### src/rtl/colour_bbox_pkg.sv
// Shared types and constants for the colour bounding-box detector.
package colour_bbox_pkg;

    localparam logic [3:0] PKT_VIDEO = 4'h0;
    localparam int         X_W       = 11;
    localparam int         Y_W       = 10;

    typedef struct packed {
        logic [7:0] r;
        logic [7:0] g;
        logic [7:0] b;
    } rgb_t;

    typedef struct packed {
        logic [X_W-1:0] left;
        logic [X_W-1:0] right;
        logic [Y_W-1:0] top;
        logic [Y_W-1:0] bottom;
        logic           valid;
    } bbox_t;

endpackage

### src/rtl/colour_bbox_detector_bbox_tracker.sv
// Per-frame min/max accumulation of matching pixel coordinates, with a
// commit register holding the last completed frame's box.
module bbox_tracker
    import colour_bbox_pkg::*;
(
    input  logic           clk,
    input  logic           reset_n,
    input  logic           clear,
    input  logic           hit,
    input  logic           commit,
    input  logic [X_W-1:0] x,
    input  logic [Y_W-1:0] y,
    output bbox_t          box
);

    logic [X_W-1:0] min_x, max_x, min_x_n, max_x_n;
    logic [Y_W-1:0] min_y, max_y, min_y_n, max_y_n;
    logic           any, any_n;

    // Next-state includes the current pixel so the eop pixel lands in the commit.
    always_comb begin
        min_x_n = min_x;
        max_x_n = max_x;
        min_y_n = min_y;
        max_y_n = max_y;
        any_n   = any;
        if (hit) begin
            if (x < min_x) min_x_n = x;
            if (x > max_x) max_x_n = x;
            if (y < min_y) min_y_n = y;
            if (y > max_y) max_y_n = y;
            any_n = 1'b1;
        end
    end

    always_ff @(posedge clk) begin
        if (!reset_n) begin
            min_x <= '1;
            max_x <= '0;
            min_y <= '1;
            max_y <= '0;
            any   <= 1'b0;
            box   <= '0;
        end else begin
            if (commit) begin
                box.left   <= any_n ? min_x_n : '0;
                box.right  <= any_n ? max_x_n : '0;
                box.top    <= any_n ? min_y_n : '0;
                box.bottom <= any_n ? max_y_n : '0;
                box.valid  <= any_n;
            end
            if (commit || clear) begin
                min_x <= '1;
                max_x <= '0;
                min_y <= '1;
                max_y <= '0;
                any   <= 1'b0;
            end else begin
                min_x <= min_x_n;
                max_x <= max_x_n;
                min_y <= min_y_n;
                max_y <= max_y_n;
                any   <= any_n;
            end
        end
    end

endmodule

### src/rtl/colour_bbox_detector.sv
// Avalon-ST RGB pass-through stage that finds the bounding box of in-window
// pixels per frame and optionally draws the previous frame's box.
module colour_bbox_detector
    import colour_bbox_pkg::*;
#(
    parameter int unsigned IMAGE_W    = 640,
    parameter int unsigned IMAGE_H    = 480,
    parameter logic [7:0]  R_MIN      = 8'd160,
    parameter logic [7:0]  G_MAX      = 8'd80,
    parameter logic [7:0]  B_MAX      = 8'd80,
    parameter logic [23:0] BOX_COLOUR = 24'hFF0000
) (
    input  logic           clk,
    input  logic           reset_n,
    input  logic           mode,
    input  logic [23:0]    sink_data,
    input  logic           sink_valid,
    input  logic           sink_sop,
    input  logic           sink_eop,
    output logic           sink_ready,
    output logic [23:0]    source_data,
    output logic           source_valid,
    output logic           source_sop,
    output logic           source_eop,
    input  logic           source_ready,
    output logic [X_W-1:0] bbox_left,
    output logic [X_W-1:0] bbox_right,
    output logic [Y_W-1:0] bbox_top,
    output logic [Y_W-1:0] bbox_bottom,
    output logic           bbox_valid,
    output logic           frame_done
);

    typedef enum logic [1:0] {WAIT_SOP, VIDEO, OTHER} state_t;

    localparam logic [X_W-1:0] X_LAST = X_W'(IMAGE_W - 1);
    localparam logic [Y_W-1:0] Y_END  = Y_W'(IMAGE_H);

    state_t         state;
    logic [X_W-1:0] x;
    logic [Y_W-1:0] y;
    rgb_t           pix;
    bbox_t          box;
    logic           accept, pixel, hit, commit, clear, on_border, overlay;

    assign sink_ready = !source_valid || source_ready;
    assign accept     = sink_valid && sink_ready;
    assign pix        = sink_data;

    // Pixels past the last active line still flow but are ignored.
    assign pixel  = accept && !sink_sop && (state == VIDEO) && (y < Y_END);
    assign hit    = pixel && (pix.r >= R_MIN) && (pix.g <= G_MAX) && (pix.b <= B_MAX);
    assign commit = accept && !sink_sop && sink_eop && (state == VIDEO);
    assign clear  = accept && sink_sop;

    assign on_border = (((x == box.left) || (x == box.right)) && (y >= box.top) && (y <= box.bottom)) ||
                       (((y == box.top) || (y == box.bottom)) && (x >= box.left) && (x <= box.right));
    assign overlay   = pixel && mode && box.valid && on_border;

    bbox_tracker u_tracker (
        .clk     (clk),
        .reset_n (reset_n),
        .clear   (clear),
        .hit     (hit),
        .commit  (commit),
        .x       (x),
        .y       (y),
        .box     (box)
    );

    assign bbox_left   = box.left;
    assign bbox_right  = box.right;
    assign bbox_top    = box.top;
    assign bbox_bottom = box.bottom;
    assign bbox_valid  = box.valid;

    always_ff @(posedge clk) begin
        if (!reset_n) begin
            state        <= WAIT_SOP;
            x            <= '0;
            y            <= '0;
            source_data  <= '0;
            source_valid <= 1'b0;
            source_sop   <= 1'b0;
            source_eop   <= 1'b0;
            frame_done   <= 1'b0;
        end else begin
            frame_done <= commit;

            if (accept) begin
                source_data  <= overlay ? BOX_COLOUR : sink_data;
                source_sop   <= sink_sop;
                source_eop   <= sink_eop;
                source_valid <= 1'b1;
            end else if (source_ready) begin
                source_valid <= 1'b0;
            end

            // A header always restarts the packet, even without a preceding eop.
            if (accept) begin
                if (sink_sop) begin
                    x <= '0;
                    y <= '0;
                    if (sink_eop)
                        state <= WAIT_SOP;
                    else
                        state <= (sink_data[3:0] == PKT_VIDEO) ? VIDEO : OTHER;
                end else begin
                    case (state)
                        VIDEO: begin
                            if (y < Y_END) begin
                                if (x == X_LAST) begin
                                    x <= '0;
                                    y <= y + 1'b1;
                                end else begin
                                    x <= x + 1'b1;
                                end
                            end
                            if (sink_eop) begin
                                state <= WAIT_SOP;
                                x     <= '0;
                                y     <= '0;
                            end
                        end
                        OTHER:   if (sink_eop) state <= WAIT_SOP;
                        default: ;
                    endcase
                end
            end
        end
    end

endmodule

### config.mk
export PLATFORM = sky130hd
export DESIGN_NAME = colour_bbox_detector
export DESIGN_NICKNAME = d
export VERILOG_FILES = /design/src/rtl/colour_bbox_pkg.sv /design/src/rtl/colour_bbox_detector_bbox_tracker.sv /design/src/rtl/colour_bbox_detector.sv
export SDC_FILE = /design/constraint.sdc
export NUM_CORES = 1
export LEC_CHECK = 0
export BUFFER_PORTS_ARGS = -buffer_cell sky130_fd_sc_hd__buf_2
export CAP_MARGIN = 20
export CORE_AREA = 2 2 149 151
export CTS_CLUSTER_SIZE = 28
export DETAILED_ROUTE_END_ITERATION = 10
export DIE_AREA = 0 0 151 153
export SYNTH_ARGS = -nofsm -noshare
export SYNTH_HDL_FRONTEND = slang
export SYNTH_SLANG_ARGS = --single-unit
### constraint.sdc
create_clock -name clk -period 6.76 [get_ports clk]
set_input_delay 1.014 -clock clk [delete_from_list [all_inputs] [get_ports clk]]
set_output_delay 1.014 -clock clk [all_outputs]
set_load 0.005 [all_outputs]
==> results.ini <==
[logic_synthesis]
yosysSeqAreaShare=0.371
synth_edf_count=0
yosys_warnings=0
ys_types=56
synth_ff_type=dfxtp_1
syn-num-nets=984
synth_cells=868
avgSynthCellArea_um2=8.51
synthArstFlopShare=0
syn_area_um2=7380
ys_ff_latch=137

[route]
viasPerCell=5.09
num_vias=6366
wl_per_cell_um=15.7
firstDrtPassIters=6
first_iter_violations=347
postRouteAntennaNets=0
routed_wl_mm=19.6
drc=0

[floorplanning]
dieArea_um2=23100
die_y_um=153
ios=103
core_um2=21500
rows=54
initial_utilization=0.344
dieWidth_um=151

[setup_path]
slowest_delay_ns=0.85
critPathBufInv=1
critPathArrivalTime_ns=3.34
r2r_cells=7
crit_path_end_kind=flip-flop
cp.depth=7
crit_type=input port to flip-flop
cpLargestDelayFamily=simple AND/OR/NAND/NOR gates
r2r_start=x[2]$_SDFFE_PN0P_
worstReg2RegEnd=u_tracker.box[30]$_SDFFE_PN0P_
cp_slowest_cell=and2_2
path_cells=buf_2 > nand2b_1 > and2_2 > o21ai_1 > nor3_1 > xnor2_1 > nor2_1
worst-r2r-setup-slack_ns=3.83
cp-start-kind=input port
crit_path_max_fanout=56
crit_required_ns=7.06

[power_and_ir_drop]
switching_power_w=0.000428
p_int_w=0.00152
p_per_area_nw_per_um2=220
vdd_drop_max_mv=0.165
power_frac_comb=0.053
pwr-share-clk=0.522
netSwitchingFraction=0.220
p_leak_nw=4.14
p_seq_frac=0.425

[clock_network]
cts_hold_buf=0
insertion_delay_ns=0.42
cts_buffers=17
root_buffer=clkbuf_16
cts_buffer_depth=2
htreeDepth=4
clock_sinks=137
cts_setup_buffers=0
cts_resized=0
cts_tree=yes
clkTransAtPathRegs_ns=0.06

[min_path]
min_to=source_sop$_SDFFE_PN0N_
hp-class=flip-flop to flip-flop
hold_depth=2
holdCritStartpoint=source_sop$_SDFFE_PN0N_

[sta]
slew_viol_final=0
period_share=0.451
tns_ns=0
rsz0062_at_grt=no
clock-skew-final_ns=0.0150
tightest_slew_ns=1.02
slew_headroom=0.321
holdWs_ns=0.462
setup_ws_ns=3.71
period_needed_ns=3.05
finalSetupViolCount=0
clock.fmax_mhz=328
hold_violations=0

[global_route]
antenna_found_initial=0
grt_pass1_vias=6109
grt_pass1_wl_mm=31.9
grt-busiest-layer=met2
global_route.usage.met1=0.237
grt.overflow.total=0
grtUsageMet3=0.0403
grt_usage=0.175
grt_use_met2=0.284
grt_max_degree=57

[cells_and_area]
multiInputGateArea_um2=4180
drive_above_1_share=0.174
antenna_cells=0
postLayoutCellArea_um2=8830
area_delta_synth_final_pct=19.6
ff_latch_area_um2=2740
fill_cells=2215
layout.nets=1073

[placed_design]
hpwl_mm=13.6
dpl_worst_slack_ns=3.29
place_area_um2=8180
place.gp.congestion=0.799
portBuffers=102

[run_status]
outcome=finished clean

[job]
drv_cap=0

==> cells by family (layout without fill, tap and decap cells) <==
family                     Yosys count  in the layout  synth area share
buffers and inverters              128            230            0.0695
and+or+nand+nor                    273            273             0.172
xor gates and xnor gates            10             10            0.0119
muxes                               40             40            0.0542
AOI/OAI and AO/OA                  195            195             0.177
adders and majority gates           85             85             0.144
DFF                                137            137             0.371
==> layout by cell type, fill, tap and decap left out, types with 9 or more instances in the layout <==
cell type,instances
nand4_1,15
clkbuf_16,17
nand2b_1,12
nand2_1,118
xnor2_1,10
ha_1,85
nand3_1,28
a21oi_1,43
buf_4,10
o32ai_1,16
nor2_1,57
mux2i_1,40
o21ai_1,16
buf_2,102
inv_1,85
a2bb2oi_1,17
dfxtp_1,137
o31a_1,9
o21ai_0,46
nor3_1,12
==> synth_stat cells (12+ instances only) <==
cell type / n / area, um2
nand4_1: 15 / 93.8
inv_1: 85 / 319
nor2_1: 57 / 214
o21ai_1: 17 / 85.1
nand3_1: 28 / 140
mux2i_1: 40 / 400
a2bb2oi_1: 17 / 149
ha_1: 85 / 1060
o21ai_0: 47 / 235
clkbuf_1: 29 / 109
nand2b_1: 12 / 75.1
nor3_1: 12 / 60.1
nand2_1: 118 / 443
o32ai_1: 16 / 140
dfxtp_1: 137 / 2740
a21oi_1: 43 / 215
==> worst min-delay path, delay by kind of cell (launching register included) <==
family,cells,cell delay (ns)
DFF,1,0.31
AOI/OAI and AO/OA,1,0.05
and+or+nand+nor,1,0.05
==> registers in the layout (all words and copies together) (netlist names), 2 cells and up <==
name,cells
u_tracker.max_y,10
u_tracker.box,43
y,10
source_data,24
x,11
u_tracker.min_y,10
u_tracker.min_x,11
u_tracker.max_x,11
state,2
==> per-layer routing <==
| layer | part of all wire | routed length (um) | vias to the layer above |
|---|---|---|---|
| met5 | 0 | 0 | - |
| met4 | 0.0069 | 136 | 0 |
| met3 | 0.047 | 923 | 10 |
| met2 | 0.46 | 9080 | 131 |
| met1 | 0.48 | 9440 | 3003 |
| li1 | - | - | 3222 |
==> final cells by class <==
class,count,share of cell area
sequential,137,0.311
clock inverter,10,0.0186
timing repair buffer,112,0.0663
tap,280,0.0397
clock buffer,22,0.0548
inverter,86,0.0365
multi-input combinational,603,0.474
==> stage by stage <==
step                      utilization  instances  power (W)
after floorplan                     -        868   0.000906
after global placement          0.381       1218   0.000946
after detailed placement        0.381       1218   0.000947
after CTS                       0.411       1250    0.00197
after global routing            0.411       1250    0.00201
final                           0.411       1250    0.00194
==> worst max path at each step <==
stage / from / endpoint
2_1_floorplan: sink_data[1] / u_tracker.box[24]$_SDFFE_PN0P_
3_3_place_gp: sink_sop / u_tracker.box[23]$_SDFFE_PN0P_
3_5_place_dp: source_ready / y[6]$_SDFFE_PN0P_
4_1_cts: source_ready / y[6]$_SDFFE_PN0P_
5_1_grt: x[2]$_SDFFE_PN0P_ / u_tracker.box[23]$_SDFFE_PN0P_
6_report: source_ready / x[5]$_SDFFE_PN0P_
==> power by group through the flow <==
stage	registers [W]	logic [W]	clock network, W
after floorplan	0.000843	0.0000625	0
after global routing	0.000826	0.000115	0.00107
after CTS	0.000825	0.000104	0.00104
final	0.000825	0.000103	0.00102
after global placement	0.000843	0.000103	0
after detailed placement	0.000843	0.000104	0
Power figures use the tool's default switching activity.
